<file path="config.mk">
export PLATFORM = sky130hd
export DESIGN_NAME = wb_stage_flat
export DESIGN_NICKNAME = d
export VERILOG_FILES = /design/src/rtl/cpu_parameters.sv /design/src/rtl/wb_stage_pkg.sv /design/src/rtl/wb_stage_if.sv /design/src/rtl/wb_stage_arbiter.sv /design/src/rtl/wb_stage.sv /design/src/flat_wrapper.sv
export SDC_FILE = /design/constraint.sdc
export NUM_CORES = 1
export LEC_CHECK = 0
export CAP_MARGIN = 20
export CELL_PAD_IN_SITES_DETAIL_PLACEMENT = 1
export CELL_PAD_IN_SITES_GLOBAL_PLACEMENT = 1
export CORE_MARGIN = 2
export CORE_UTILIZATION = 24
export CTS_CLUSTER_SIZE = 8
export DETAILED_ROUTE_END_ITERATION = 7
export PLACE_DENSITY = 0.81
export SLEW_MARGIN = 20
export SYNTH_ARGS = -nofsm -noshare
export SYNTH_HDL_FRONTEND = slang
export SYNTH_SLANG_ARGS = --single-unit
</file>
<file path="constraint.sdc">
create_clock -name clk -period 2 [get_ports clk]
set_clock_uncertainty 0.2 [all_clocks]
set_input_delay 0.6 -clock clk [delete_from_list [all_inputs] [get_ports clk]]
set_output_delay 0.6 -clock clk [all_outputs]
set_load 0.01 [all_outputs]
</file>
<file path="src/rtl/cpu_parameters.sv">
// cpu_parameters: core-wide constants and the result-entry record shared
// between the execute units and the write-back stage.
//   xlen        - architectural data width
//   wb_entry_t  - {valid, rd, data} result entry
package cpu_parameters;
   localparam int xlen = 32;

   typedef struct packed {
      logic            valid;
      logic [4:0]      rd;
      logic [xlen-1:0] data;
   } wb_entry_t;
endpackage

</file>
<file path="src/rtl/wb_stage_pkg.sv">
// wb_stage_pkg: types local to the write-back stage.
//   grant_e - which source (if any) the arbiter accepted this cycle
package wb_stage_pkg;
   typedef enum logic [1:0] {
      GRANT_NONE = 2'd0,
      GRANT_ALU  = 2'd1,
      GRANT_LSU  = 2'd2
   } grant_e;
endpackage

</file>
<file path="src/rtl/wb_stage_if.sv">
// wb_stage_if: execute-side and register-file/PC-side signals of the
// write-back stage.
// Handshake: a source presents an entry with its valid(s) high; the entry is
// taken at the rising edge where the matching ok is high. While ok is low the
// source must hold the entry stable. There is no backpressure on the outputs.
// Modports:
//   master - execute units / PC control side (drives entries, sees results)
//   slave  - wb_stage
// Optional: WB_RETIRE_COUNT_EN adds the 64-bit retired counter output.
interface wb_stage_if #(
   parameter int XLEN = cpu_parameters::xlen
);
   logic            alu_result_valid;
   logic [XLEN-1:0] alu_result;
   logic [4:0]      alu_rd;
   logic            alu_target_valid;
   logic [XLEN-1:0] alu_target;
   logic            alu_ok;
   logic            lsu_valid;
   logic [XLEN-1:0] lsu_data;
   logic [4:0]      lsu_rd;
   logic            lsu_ok;
   logic            rf_we;
   logic [4:0]      rf_waddr;
   logic [XLEN-1:0] rf_wdata;
   logic            pc_target_valid;
   logic [XLEN-1:0] pc_target;
   logic            flush;
`ifdef WB_RETIRE_COUNT_EN
   logic [63:0]     retired;
`endif

   modport master (
      output alu_result_valid, alu_result, alu_rd, alu_target_valid, alu_target,
      output lsu_valid, lsu_data, lsu_rd,
      input  alu_ok, lsu_ok, rf_we, rf_waddr, rf_wdata,
      input  pc_target_valid, pc_target, flush
`ifdef WB_RETIRE_COUNT_EN
      , input retired
`endif
   );

   modport slave (
      input  alu_result_valid, alu_result, alu_rd, alu_target_valid, alu_target,
      input  lsu_valid, lsu_data, lsu_rd,
      output alu_ok, lsu_ok, rf_we, rf_waddr, rf_wdata,
      output pc_target_valid, pc_target, flush
`ifdef WB_RETIRE_COUNT_EN
      , output retired
`endif
   );
endinterface

</file>
<file path="src/rtl/wb_stage_arbiter.sv">
// wb_arbiter: two-way round-robin grant between the ALU and LSU entries.
// Ports:
//   clk, rst_n    - clock, synchronous active-low reset
//   alu_present   - ALU entry present (result and/or redirect)
//   lsu_present   - LSU load result present
//   flush         - registered flush; blocks all grants while high
//   alu_ok/lsu_ok - combinational accept strobes
//   grant         - encoded grant for the datapath select
module wb_arbiter
   import wb_stage_pkg::*;
(
   input  logic   clk,
   input  logic   rst_n,
   input  logic   alu_present,
   input  logic   lsu_present,
   input  logic   flush,
   output logic   alu_ok,
   output logic   lsu_ok,
   output grant_e grant
);
   // 1 when the most recent grant went to the LSU; the other source wins ties.
   logic last_lsu;

   always_comb begin
      alu_ok = 1'b0;
      lsu_ok = 1'b0;
      grant  = GRANT_NONE;
      if (!flush) begin
         if (lsu_present && (!alu_present || !last_lsu)) begin
            lsu_ok = 1'b1;
            grant  = GRANT_LSU;
         end else if (alu_present) begin
            alu_ok = 1'b1;
            grant  = GRANT_ALU;
         end
      end
   end

   // Only real grants move the round-robin bit; flush cycles leave it alone.
   always_ff @(posedge clk) begin
      if (!rst_n) begin
         last_lsu <= 1'b0;
      end else if (grant == GRANT_LSU) begin
         last_lsu <= 1'b1;
      end else if (grant == GRANT_ALU) begin
         last_lsu <= 1'b0;
      end
   end
endmodule

</file>
<file path="src/rtl/wb_stage.sv">
// wb_stage: write-back stage. Arbitrates ALU and LSU results onto the single
// register-file write port and turns taken ALU branches/jumps into a
// registered PC redirect with a one-cycle flush pulse.
// Ports:
//   clk   - core clock
//   rst_n - synchronous active-low reset
//   bus   - wb_stage_if.slave (entries in, ok strobes, rf write, redirect)
// Optional: define WB_RETIRE_COUNT_EN for the 64-bit retired-entry counter.
module wb_stage
   import cpu_parameters::*;
   import wb_stage_pkg::*;
#(
   parameter int XLEN = cpu_parameters::xlen
) (
   input logic         clk,
   input logic         rst_n,
   wb_stage_if.slave   bus
);
   logic      alu_present;
   grant_e    grant;
   wb_entry_t sel;

   assign alu_present = bus.alu_result_valid | bus.alu_target_valid;

   wb_arbiter u_arbiter (
      .clk         (clk),
      .rst_n       (rst_n),
      .alu_present (alu_present),
      .lsu_present (bus.lsu_valid),
      .flush       (bus.flush),
      .alu_ok      (bus.alu_ok),
      .lsu_ok      (bus.lsu_ok),
      .grant       (grant)
   );

   // Winning entry; valid means "carries a register result" (a bare branch
   // has none).
   always_comb begin
      sel = '0;
      case (grant)
         GRANT_ALU: begin
            sel.valid = bus.alu_result_valid;
            sel.rd    = bus.alu_rd;
            sel.data  = bus.alu_result;
         end
         GRANT_LSU: begin
            sel.valid = 1'b1;
            sel.rd    = bus.lsu_rd;
            sel.data  = bus.lsu_data;
         end
         default: ;
      endcase
   end

   // Write port and redirect. Address/data/target hold between writes;
   // the strobes are single-cycle.
   always_ff @(posedge clk) begin
      if (!rst_n) begin
         bus.rf_we           <= 1'b0;
         bus.rf_waddr        <= '0;
         bus.rf_wdata        <= '0;
         bus.pc_target_valid <= 1'b0;
         bus.pc_target       <= '0;
         bus.flush           <= 1'b0;
      end else begin
         bus.rf_we           <= 1'b0;
         bus.pc_target_valid <= 1'b0;
         bus.flush           <= 1'b0;
         if (sel.valid) begin
            // x0 is hardwired: the entry retires but nothing is written.
            bus.rf_we    <= (sel.rd != 5'd0);
            bus.rf_waddr <= sel.rd;
            bus.rf_wdata <= sel.data;
         end
         if (grant == GRANT_ALU && bus.alu_target_valid) begin
            bus.pc_target_valid <= 1'b1;
            bus.pc_target       <= bus.alu_target;
            bus.flush           <= 1'b1;
         end
      end
   end

`ifdef WB_RETIRE_COUNT_EN
   // Every accepted entry retires, including bare branches and x0 writes.
   always_ff @(posedge clk) begin
      if (!rst_n) begin
         bus.retired <= '0;
      end else if (grant != GRANT_NONE) begin
         bus.retired <= bus.retired + 64'd1;
      end
   end
`endif
endmodule

</file>
<file path="src/flat_wrapper.sv">
// flat-port wrapper written by rule: the top's interface ports become plain ports
module wb_stage_flat import cpu_parameters::*; import wb_stage_pkg::*;
#(
   parameter int XLEN = cpu_parameters::xlen
)
  (clk, rst_n, bus_alu_result_valid, bus_alu_result, bus_alu_rd, bus_alu_target_valid, bus_alu_target, bus_lsu_valid, bus_lsu_data, bus_lsu_rd, bus_alu_ok, bus_lsu_ok, bus_rf_we, bus_rf_waddr, bus_rf_wdata, bus_pc_target_valid, bus_pc_target, bus_flush);
  wb_stage_if #(.XLEN(XLEN)) bus_i ();
  input logic clk;
  input logic rst_n;
  input wire logic [$bits(bus_i.alu_result_valid)-1:0] bus_alu_result_valid;
  input wire logic [$bits(bus_i.alu_result)-1:0] bus_alu_result;
  input wire logic [$bits(bus_i.alu_rd)-1:0] bus_alu_rd;
  input wire logic [$bits(bus_i.alu_target_valid)-1:0] bus_alu_target_valid;
  input wire logic [$bits(bus_i.alu_target)-1:0] bus_alu_target;
  input wire logic [$bits(bus_i.lsu_valid)-1:0] bus_lsu_valid;
  input wire logic [$bits(bus_i.lsu_data)-1:0] bus_lsu_data;
  input wire logic [$bits(bus_i.lsu_rd)-1:0] bus_lsu_rd;
  output wire logic [$bits(bus_i.alu_ok)-1:0] bus_alu_ok;
  output wire logic [$bits(bus_i.lsu_ok)-1:0] bus_lsu_ok;
  output wire logic [$bits(bus_i.rf_we)-1:0] bus_rf_we;
  output wire logic [$bits(bus_i.rf_waddr)-1:0] bus_rf_waddr;
  output wire logic [$bits(bus_i.rf_wdata)-1:0] bus_rf_wdata;
  output wire logic [$bits(bus_i.pc_target_valid)-1:0] bus_pc_target_valid;
  output wire logic [$bits(bus_i.pc_target)-1:0] bus_pc_target;
  output wire logic [$bits(bus_i.flush)-1:0] bus_flush;
  assign bus_i.alu_result_valid = bus_alu_result_valid;
  assign bus_i.alu_result = bus_alu_result;
  assign bus_i.alu_rd = bus_alu_rd;
  assign bus_i.alu_target_valid = bus_alu_target_valid;
  assign bus_i.alu_target = bus_alu_target;
  assign bus_i.lsu_valid = bus_lsu_valid;
  assign bus_i.lsu_data = bus_lsu_data;
  assign bus_i.lsu_rd = bus_lsu_rd;
  assign bus_alu_ok = bus_i.alu_ok;
  assign bus_lsu_ok = bus_i.lsu_ok;
  assign bus_rf_we = bus_i.rf_we;
  assign bus_rf_waddr = bus_i.rf_waddr;
  assign bus_rf_wdata = bus_i.rf_wdata;
  assign bus_pc_target_valid = bus_i.pc_target_valid;
  assign bus_pc_target = bus_i.pc_target;
  assign bus_flush = bus_i.flush;
  wb_stage #(.XLEN(XLEN)) u_core (.clk(clk), .rst_n(rst_n), .bus(bus_i));
endmodule
</file>
---- After elaboration in Yosys (flattened, before gate mapping) ----
Cells that the tools add are included.
operators by class
  mux-type cells .......................... 12
  equality and inequality tests ........... 2
  reduce and logical (&&, ||, !) cells .... 8
  bitwise gates (word level) .............. 1
operators with widths
  operator              number
  $pmux W38 S2          1
  $mux W1               9
  $reduce_bool A5 Y1    1
  $mux W2               2
  $eq A2 B1 Y1 const B  1
  $eq A2 B2 Y1 const B  1
  $logic_and A1 B1 Y1   2
  $logic_not A1 Y1      2
  $reduce_and A2 Y1     1
  $reduce_bool A2 Y1    1
  $logic_or A1 B1 Y1    1
  $or A1 B1 Y1          1
word-level totals
  input bits .............................. 111
  output and inout port bits .............. 74
  register bits ........................... 72

---- Logic depth before layout (Yosys ltp) ----
Gate-level depths: netlist of run 1.
  depth in word-level cells ............... 9
  gate-level depth with buffers ........... 9
  gate-level depth less buffers ........... 7

---- Cells and area by module ----
A second synthesis of run 1 with hierarchy kept.
unflattened totals
  cells, all modules ...................... 377
  area, all modules ....................... 3281.9 µm²
by module, submodules not included
  module      instances  area each (µm²)  cells an instance
  wb_stage    1          3184.3           366
  wb_arbiter  1          97.6             11

---- Worst setup path before layout of run 1 ----
No wires, ideal clock.
  path kind ............................... input to register
  start ................................... in bus_lsu_valid
  end ..................................... reg u_core.bus.rf_wdata[23]
  path buffers ............................ 2
  stages on the path ...................... 8
  setup slack ............................. -0.447 ns
  data required time ...................... 1.730 ns
  arrival time ............................ 2.177 ns
  path through ............................ nor2b_1 nor3_1 ha_1 buf_4 buf_4 a22oi_1 or3_1 a21boi_1
on the way
  word-level cells in the longest chain between the ends .. 5
  elaborated cells between the ends (all ways) .. 6
  those cells by class .................... eq/ne: 2; mux: 3; reduce/logical: 1
ends and longest elaborated chain
  element                                              RTL line                RTL
  start: declaration                                   flat_wrapper.sv:15      input wire logic [$bits(bus_i.lsu_valid)-1:0] bus_lsu_valid;
  $logic_and A1 B1 Y1 *                                wb_stage_arbiter.sv:29  if (lsu_present && (!alu_present || !last_lsu)) begin
  $mux W2 *                                            wb_stage_arbiter.sv:29
  $mux W2 *                                            wb_stage_arbiter.sv:28  if (!flush) begin
  $eq A2 B2 Y1 / $eq A2 B1 Y1 (equally long branches)  wb_stage.sv:40          case (grant)
  $pmux W38 S2 *                                       wb_stage.sv:40
  end signal: assignment                               wb_stage.sv:73          bus.rf_wdata <= sel.data;
  end: declaration                                     wb_stage_if.sv:46       output alu_ok, lsu_ok, rf_we, rf_waddr, rf_wdata,
Mark *: on every way between the ends. The rest lies on a longest branch, timed or not.
A chain may end at the register's enable or synchronous reset.

---- Worst setup path after layout of run 1 ----
  start ................................... in bus_alu_result_valid
  end ..................................... reg u_core.bus.rf_wdata[24]
on the way
  word-level cells in the longest chain between the ends .. 8
  elaborated cells between the ends (all ways) .. 10
  those cells by class .................... eq/ne: 2; mux: 4; bitwise: 1; reduce/logical: 3
ends and longest elaborated chain
  element                                              RTL line                RTL
  start: declaration                                   flat_wrapper.sv:10      input wire logic [$bits(bus_i.alu_result_valid)-1:0] bus_alu_result_valid;
  $or A1 B1 Y1                                         wb_stage.sv:23          assign alu_present = bus.alu_result_valid | bus.alu_target_valid;
  $logic_not A1 Y1                                     wb_stage_arbiter.sv:29
  $logic_or A1 B1 Y1                                   wb_stage_arbiter.sv:29
  $logic_and A1 B1 Y1                                  wb_stage_arbiter.sv:29
  $mux W2                                              wb_stage_arbiter.sv:29
  $mux W2                                              wb_stage_arbiter.sv:28
  $eq A2 B2 Y1 / $eq A2 B1 Y1 (equally long branches)  wb_stage.sv:40
  $pmux W38 S2 *                                       wb_stage.sv:40
Marks and branches as above.

==> results.md, run 1 <==
- RePlAce Congestion: 0.743
- Initial Util: 0.245
- CTS tree: yes
- Pre-antenna DRT Iters: 4
- Outcome: finished with violations
- Htree depth: 3
- Final Cycle Share: 1.15
- Final HPWL DP: 8.61 mm
- Die area: 0.0144 mm^2
- Sequential element share of the synthesized area: 0.445
- GR met3 Demand/Resource: 0.0490
- Setup violations, final: 72
- Max-cap violations: 0
- GRT Overall Usage: 0.211
- Avg Inst Size Synth: 8.63 um^2
- Post-synthesis net count: 488
- Final Critical Period: 2.29 ns
- Dpl cell area: 0.00542 mm^2
- First-pass GRT wire length: 23.2 mm
- Setup crit end kind: flop
- Grt total ovfl: 0
- Core Region: 0.0132 mm^2
- Post-CTS Hold Buffers: 0
- Finished Cell Area: 0.00692 mm^2
- Die Wd: 120 um
- Unrepaired setup endpoints after global routing: true
- Layout cells sized above 1: 0.294
- Wirelength, routed: 16.4 mm
- Final hold vios: 0
- I/O Buffers: 184
- Clock Tree Buf Depth: 2
- Met1 GRT Util: 0.210
- Cell Area, Synth: 0.00324 mm^2
- Clock latency on the worst-skew pair: 0.33 ns
- Clock Root Buffer: clkbuf_16
- Synthesis warning total: 0
- Most used DFF post-synth: dfxtp_1
- Synth async-reset ratio: 0
- Fin worst setup slack: -0.292 ns
- Via count of the first global-routing pass: 4,129
- CP Data Required Time: 2.06 ns
- Iteration-0 DRC count of the detailed router: 160
- Synth cell types: 26
- DIE HEIGHT: 120 um
- CP Max Fanout: 4
- Count of flip-flops with a built-in enable after synthesis: 0
- Cells after Synth: 375
- WL per Instance: 21.5 um
- P_leak: 2.97 nW
- Final Max Tran Viols: 0
- Worst hold path class: flop to flop
- Met2 usage: 0.409
- Vias: 3,768
- Inserted Diodes: 0
- Final net count: 697
- Violated checks: setup timing
- Max frequency: 436 MHz
- Most frequent cells in the layout: clkdlybuf4s50_1, dfxtp_1, dlygate4sd2_1, a21boi_1, or3_1
- Slew @ Worst Pin: 0.280 ns
- DRT antenna net count: 0
- Hold Slack: 0.263 ns
- Maximum vdd ir drop: 403 uV
- Max transition margin: 0.814
- CP arrival: 2.35 ns
- IO Pins: 185
- Cell row count: 42
- Largest net degree at the start of global routing: 73
- CTS buffer count: 9
- CTS clk-pin slew, worst paths: 0.06 ns
- Clock sinks: 72
- PD cells: 726 mW/mm^2
- Commonest non-fill, non-tap cell in the layout: clkdlybuf4s50_1
- Type of origin of the critical path: input port
- Area Overhead vs Synth: 114%
- DR DRC count: 0
- #FFs+latches synth: 72
- Antenna violations before repair: 0
- Vias per cell: 4.93
- Gr busiest metal: met2
- Crit Path Category: input port to flop
## cells by family after synthesis
family                     after synthesis  share of synthesized area
AOI/OAI and AO/OA                      148                      0.314
adders and majority gates                2                    0.00773
buffers and inverters                   42                     0.0688
DFF                                     72                      0.445
muxes                                    1                    0.00309
and+or+nand+nor                        110                      0.161
## worst paths after layout
check	slack [ns]	cells past startpoint	endpoint	start
max reg2reg	-0.25	11	u_core.bus.rf_wdata[24]$_SDFFE_PN0P_	u_core.u_arbiter.last_lsu$_SDFFE_PN0P_
min reg2reg	0.26	2	u_core.bus.pc_target[9]$_SDFFE_PN0P_	u_core.bus.pc_target[9]$_SDFFE_PN0P_
max	-0.29	11	u_core.bus.rf_wdata[24]$_SDFFE_PN0P_	bus_alu_result_valid
min	0.26	2	u_core.bus.pc_target[9]$_SDFFE_PN0P_	u_core.bus.pc_target[9]$_SDFFE_PN0P_
## cell usage after synthesis, types with 2 or more instances
cell type  instances  area [um^2]
a22oi_1           37          278
buf_4              4         30.0
o21ai_1           29          145
buf_2              7         35.0
dfxtp_1           72         1440
inv_1              2         7.51
nor2b_1            2         12.5
clkbuf_1          21         78.8
or3_1             37          231
nor2_1             2         7.51
nand2_1           65          244
a21boi_1          69          518
buf_1              2         7.51
buf_6              5         56.3
ha_1               2         25.0
o21ai_0            9         45.0
## metrics by stage
step	cells	power, mW	TNS, ns	setup WS [ns]	util
after floorplan	375	2.03	-10.57	-0.195	-
after global placement	717	2.56	-48.88	-0.743	0.411
after detailed placement	717	2.59	-54.99	-0.898	0.411
after CTS	761	4.90	-7.68	-0.186	0.489
after global routing	765	5.22	-16.17	-0.334	0.525
final	765	5.03	-12.97	-0.292	0.525
## flip-flops by register name (all words and copies together) (netlist names)
signal,flops
u_core.bus.rf_wdata,32
u_core.bus.rf_we,1
u_core.bus.rf_waddr,5
u_core.u_arbiter.last_lsu,1
u_core.bus.pc_target,32
u_core.bus.pc_target_valid,1
## repair_timing
action,CTS,global route
resized for setup,159,103
buffers inserted,13,6
pin swaps,79,56
setup endpoints to repair,145,75
gates cloned,15,2
## where the power goes
part	switching, mW	internal, mW
sequential	0.0400	1.50
clock	0.632	1.35
combinational	0.666	0.839
total	1.34	3.69
## area by class of cell
class / instances / area [um^2]
fillers: 1407 / 6270
well taps: 176 / 220
repair buffers: 238 / 2760
clock inverters: 5 / 129
inverters: 2 / 10.0
clock buffers: 11 / 233
flip-flops and latches: 72 / 1450
multi-input cells: 261 / 2120
## critical path: stages
cell and delay [ns]:
buf_8 0.10, o21ai_4 0.14, nand3b_1 0.15, buf_6 0.16, inv_4 0.05, ha_4 0.15
buf_12 0.12, bufbuf_16 0.24, a22oi_1 0.08, or3_1 0.37, a21boi_1 0.18
## layer usage
layer  vias to the layer above  wire length, um
met5                         -                0
li1                       1755                -
met4                         0              544
met3                        42              979
met2                       177             8900
met1                      1794             6020
Note: power is estimated with default switching activity, not from simulation.
==> run 2, diff against run 1 <==
- CAP_MARGIN: 20 -> 0
- RECOVER_POWER: not set -> 50
- clock period: 2 -> 1.9 ns (I/O delays scaled with it)
==> run 2 against run 1 <==
Compared with the run above: the flow still finishes with violations (setup timing); first-iteration DRC count is 32% lower; via count is 0.53% higher; combinational power is 3% higher; worst setup slack better by 0.071 ns; critical path depth stayed put; global-route usage hardly changed; routed wire length is 2.6% lower; die area stayed put; register-to-register slack better by 0.06 ns.
==> results.md, run 2 (synthesis results as in run 1) <==
- I/O Buffers: 184
- Setup violations, final: 73
- Htree depth: 3
- DRT antenna net count: 0
- Initial Util: 0.245
- Final Cycle Share: 1.12
- Grt total ovfl: 0
- Combinational fraction of design power: 0.319
- First-pass GRT wire length: 23.3 mm
- Max frequency: 471 MHz
- Crit path from: bus_lsu_valid
- Max transition margin: 0.824
- Max-cap violations: 0
- CP arrival: 2.17 ns
- Commonest non-fill, non-tap cell in the layout: clkdlybuf4s50_1
- CTS tree: yes
- Hold Startpoint: u_core.bus.pc_target[20]$_SDFFE_PN0P_
- Inserted Diodes: 0
- Antenna violations before repair: 0
- Die Wd: 120 um
- Post-CTS Hold Buffers: 0
- Clock sinks: 72
- Violated checks: setup timing
- Clock Tree Buf Depth: 2
- Layout cells sized above 1: 0.328
- Wirelength, routed: 16.0 mm
- CP Max Fanout: 8
- Multi-input gate area in the final layout: 0.00212 mm^2
- Area Overhead vs Synth: 109%
- Unrepaired setup endpoints after global routing: true
- Final Critical Period: 2.12 ns
- Hold Slack: 0.259 ns
- Sw Pwr: 1.39 mW
- Placed cell count: 716
- DR DRC count: 0
- Worst Hold Depth: 2
- Final core occ: 0.513
- GRT Overall Usage: 0.211
- R2R depth: 10
- Reg power frac: 0.333
- Maximum vdd ir drop: 359 uV
- Type of origin of the critical path: input port
- Clock Power Share: 0.348
- CTS buffer count: 9
- Fin cells: 767
- Sequential Area: 0.00145 mm^2
- Fin worst setup slack: -0.222 ns
- IO Pins: 185
- CP Data Required Time: 1.95 ns
- PD cells: 724 mW/mm^2
- Iteration-0 DRC count of the detailed router: 109
- Clock Root Buffer: clkbuf_16
- Largest registers: u_core.bus.pc_target x32, u_core.bus.rf_wdata x32, u_core.bus.rf_waddr x5
- Cell row count: 42
- Most frequent cells in the layout: clkdlybuf4s50_1, dlygate4sd2_1, dfxtp_1, a21boi_1, or3_1
- Final HPWL DP: 8.69 mm
- Pre-antenna DRT Iters: 4
- RePlAce Congestion: 0.746
- Slew @ Worst Pin: 0.264 ns
- DIE HEIGHT: 120 um
- Core Region: 0.0132 mm^2
- Clock latency on the worst-skew pair: 0.32 ns
- Final hold vios: 0
- Die area: 0.0144 mm^2
- P_leak: 2.80 nW
- Final net count: 699
- Sw frac: 0.284
- CTS clk-pin slew, worst paths: 0.06 ns
- Setup crit end kind: flop
- Largest net degree at the start of global routing: 73
- Crit Path Category: input port to flop
- Via count of the first global-routing pass: 4,254
- Cell internal pwr: 3.51 mW
- Outcome: finished with violations
- Final Max Tran Viols: 0
- Vias: 3,788
- Crit Reg-Reg Startpoint: u_core.u_arbiter.last_lsu$_SDFFE_PN0P_
- Vias per cell: 4.94
- Power after layout: 4.90 mW
- WL per Instance: 20.9 um
- Worst hold path class: flop to flop
- Fillers: 1,419
run 2: power groups by stage:
stage	Sequential, mW	Combinational [mW]	Clock [mW]
floorplan	1.68	0.459	0
global placement	1.65	1.03	0
detailed placement	1.65	1.07	0
CTS	1.62	1.59	1.75
global route	1.64	1.66	1.81
finish	1.63	1.56	1.70
run 2: final timing paths:
| path | end | slack (ns) |
|---|---|---|
| setup / recovery | u_core.bus.pc_target[24]$_SDFFE_PN0P_ | -0.22 |
| hold / removal | u_core.bus.pc_target[20]$_SDFFE_PN0P_ | 0.26 |
| setup reg to reg | u_core.bus.rf_wdata[4]$_SDFFE_PN0P_ | -0.19 |
| hold reg to reg | u_core.bus.pc_target[20]$_SDFFE_PN0P_ | 0.26 |
run 2: layout make-up:
cell class                 instances  share of cell area
inverter                           2             0.00111
clock buffer                      11              0.0359
clock inverter                     5             0.00833
multi-input combinational        261               0.313
sequential                        72               0.214
timing repair buffer             240               0.395
tap                              176              0.0326
run 2: stage by stage:
step           setup slack [ns]  area (um^2)  setup TNS, ns
6_report                 -0.222         6760         -11.58
5_1_grt                  -0.276         6760         -16.20
4_1_cts                  -0.202         6600          -9.68
3_5_place_dp             -0.888         5410         -60.55
3_3_place_gp             -0.796         5410         -53.53
2_1_floorplan            -0.265         3330         -15.51
run 2: per-layer routing:
metal	routed length [um]	up-vias	track usage
met5	0	-	0
met4	459	0	0.101
met3	883	27	0.0423
met2	8760	156	0.401
met1	5900	1845	0.219
li1	-	1760	-
run 2: what timing repair did:
action	in CTS	in global routing
resized for setup	185	96
setup endpoints to repair	146	73
pin swaps	56	76
buffers inserted	20	8
cloned	18	3
run 2: worst max-delay path, stage by stage:
cell and delay (ns):
buf_6 0.09, nor2b_4 0.12, nor3_4 0.18, buf_6 0.13
ha_4 0.18, buf_6 0.12, buf_8 0.12, and2_4 0.23
buf_12 0.18, nand2_4 0.07, a21boi_2 0.16
==> run 3, diff against run 2 <==
- REMOVE_ABC_BUFFERS: not set -> 1
==> run 3 against run 2 <==
Compared with the run above: the flow still finishes with violations (setup timing); via count rose by 2.0%; register-to-register slack lost 0.17 ns; combinational power up 6%; power grew 4.8%; sequential cell count stayed put; clock power increased by 9%; die area unchanged; routed wire length rose by 3.9%; sequential share of layout area shrank 0.84 points; global-route usage up 1.3 points; highest routed layer unchanged.
==> results.md, run 3 (synthesis results as in run 1) <==
- CTS clk-pin slew, worst paths: 0.06 ns
- Setup crit end kind: flop
- WHS Endpoint: u_core.bus.rf_wdata[12]$_SDFFE_PN0P_
- Antenna violations before repair: 0
- Routed length on met3: 1.08 mm
- DR DRC count: 0
- Fillers: 1,429
- Crit Path Category: input port to flop
- Max-cap violations: 0
- Max layer used: met4
- Inserted Diodes: 0
- Maximum vdd ir drop: 373 uV
- Cell row count: 42
- Initial Util: 0.245
- WL per Instance: 21.4 um
- Combinational fraction of design power: 0.322
- DIE HEIGHT: 120 um
- Clock Power Share: 0.360
- Type of origin of the critical path: input port
- Clock Tree Buf Depth: 2
- Final hold vios: 0
- First-pass GRT wire length: 24.3 mm
- Final net count: 710
- Clock latency on the worst-skew pair: 0.33 ns
- Sw frac: 0.283
- Largest registers: u_core.bus.pc_target x32, u_core.bus.rf_wdata x32, u_core.bus.rf_waddr x5
- Dpl cell area: 0.00536 mm^2
- Crit Reg-Reg Startpoint: u_core.u_arbiter.last_lsu$_SDFFE_PN0P_
- Sw Pwr: 1.45 mW
- Place WS: -1.04 ns
- Commonest non-fill, non-tap cell in the layout: clkdlybuf4s50_1
- Hold Startpoint: u_core.bus.rf_wdata[12]$_SDFFE_PN0P_
- Largest net degree at the start of global routing: 73
- R2R depth: 11
- Die Wd: 120 um
- Final Max Tran Viols: 0
- P_leak: 3.02 nW
- Grt total ovfl: 0
- Clock Root Buffer: clkbuf_16
- Htree depth: 3
- Fin cells: 778
- Finished Cell Area: 0.00704 mm^2
- Max transition margin: 0.817
- Layout cells sized above 1: 0.334
- Die area: 0.0144 mm^2
- RePlAce Congestion: 0.741
- PD cells: 729 mW/mm^2
- DRT antenna net count: 0
- Vias per cell: 4.97
- CTS tree: yes
- Final HPWL DP: 8.25 mm
- Outcome: finished with violations
- Slew @ Worst Pin: 0.275 ns
- CP arrival: 2.37 ns
- Final Cycle Share: 1.22
- Clock sinks: 72
- Wirelength, routed: 16.6 mm
- CP Data Required Time: 1.95 ns
- CTS buffer count: 9
- Worst hold path class: flop to flop
- Final Critical Period: 2.32 ns
- Cell internal pwr: 3.68 mW
- Unrepaired setup endpoints after global routing: true
- GRT Overall Usage: 0.224
- I/O Buffers: 184
- Most frequent cells in the layout: clkdlybuf4s50_1, dlygate4sd2_1, dfxtp_1, a21boi_1, or3_1
- Setup violations, final: 74
- Core Region: 0.0132 mm^2
- Worst Hold Depth: 2
- Vias: 3,865
- Max frequency: 431 MHz
- Placed cell count: 719
- Pre-antenna DRT Iters: 4
- RR Endpoint: u_core.bus.pc_target[16]$_SDFFE_PN0P_
- Hold Slack: 0.259 ns
- Area Overhead vs Synth: 118%
- Via count of the first global-routing pass: 4,247
- Violated checks: setup timing
- Reg power frac: 0.318
- Fin worst setup slack: -0.420 ns
- Iteration-0 DRC count of the detailed router: 148
- CP Max Fanout: 8
- R2R setup slack: -0.36 ns
- WL met1: 6.39 mm
- IO Pins: 185
- Met2 WL post-DR: 8.74 mm
-- run 3: timing repair --
item,in CTS,in global routing
setup endpoints to repair,146,76
cloned,18,1
buffers inserted,25,6
gates resized for setup,179,117
hold buffers,0,0
pin swaps,40,70
-- run 3: how the worst max path moves through the flow --
stage / endpoint / cells after the start / from / slack, ns
after floorplan: u_core.bus.rf_wdata[22]$_SDFFE_PN0P_ / 7 / bus_lsu_valid / -1.77
after global placement: u_core.bus.rf_we$_SDFF_PN0_ / 9 / bus_alu_result_valid / -0.88
after detailed placement: u_core.bus.pc_target[16]$_SDFFE_PN0P_ / 9 / bus_alu_result_valid / -1.04
after CTS: u_core.bus.rf_waddr[2]$_SDFFE_PN0P_ / 13 / bus_alu_target_valid / -0.33
after global routing: u_core.bus.rf_wdata[7]$_SDFFE_PN0P_ / 12 / bus_alu_target_valid / -0.49
final: u_core.bus.pc_target[17]$_SDFFE_PN0P_ / 14 / bus_alu_target_valid / -0.42
-- run 3: routing by layer --
layer,up-vias,GRT usage
met5,-,0
met2,174,0.418
met4,0,0.0794
li1,1776,-
met3,28,0.0475
met1,1887,0.247
-- run 3: area by class of cell --
| cell class | count | area, um^2 | area share |
|---|---|---|---|
| Timing Repair Buffer | 251 | 2880 | 0.409 |
| Multi-Input combinational cell | 261 | 2160 | 0.307 |
| Sequential cell | 72 | 1450 | 0.205 |
| Clock buffer | 11 | 243 | 0.0345 |
| Tap cell | 176 | 220 | 0.0313 |
| Clock inverter | 5 | 80.1 | 0.0114 |
| Inverter | 2 | 10.0 | 0.00142 |
-- run 3: through the flow --
stage | total power, mW | TNS [ns] | utilization
global route | 5.34 | -29.70 | 0.534
finish | 5.13 | -25.02 | 0.534
CTS | 5.05 | -17.13 | 0.504
detailed placement | 2.68 | -71.33 | 0.406
global placement | 2.64 | -62.29 | 0.406
floorplan | 2.01 | -111.84 | -
-- run 3: worst max-delay path, stage by stage --
cell,delay [ns]
buf_6,0.09
buf_6,0.11
o21ai_2,0.12
nand3b_1,0.14
buf_4,0.18
ha_4,0.18
buf_12,0.13
buf_8,0.13
buf_16,0.14
nand2_8,0.08
buf_12,0.12
buf_16,0.15
nand2_2,0.07
a21boi_1,0.16
-- run 3: power by group through the flow --
stage	registers, mW	clock network [mW]	logic [mW]
2_1_floorplan	1.68	0	0.329
3_3_place_gp	1.65	0	0.989
3_5_place_dp	1.65	0	1.03
4_1_cts	1.62	1.87	1.55
5_1_grt	1.64	1.96	1.74
6_report	1.63	1.85	1.66
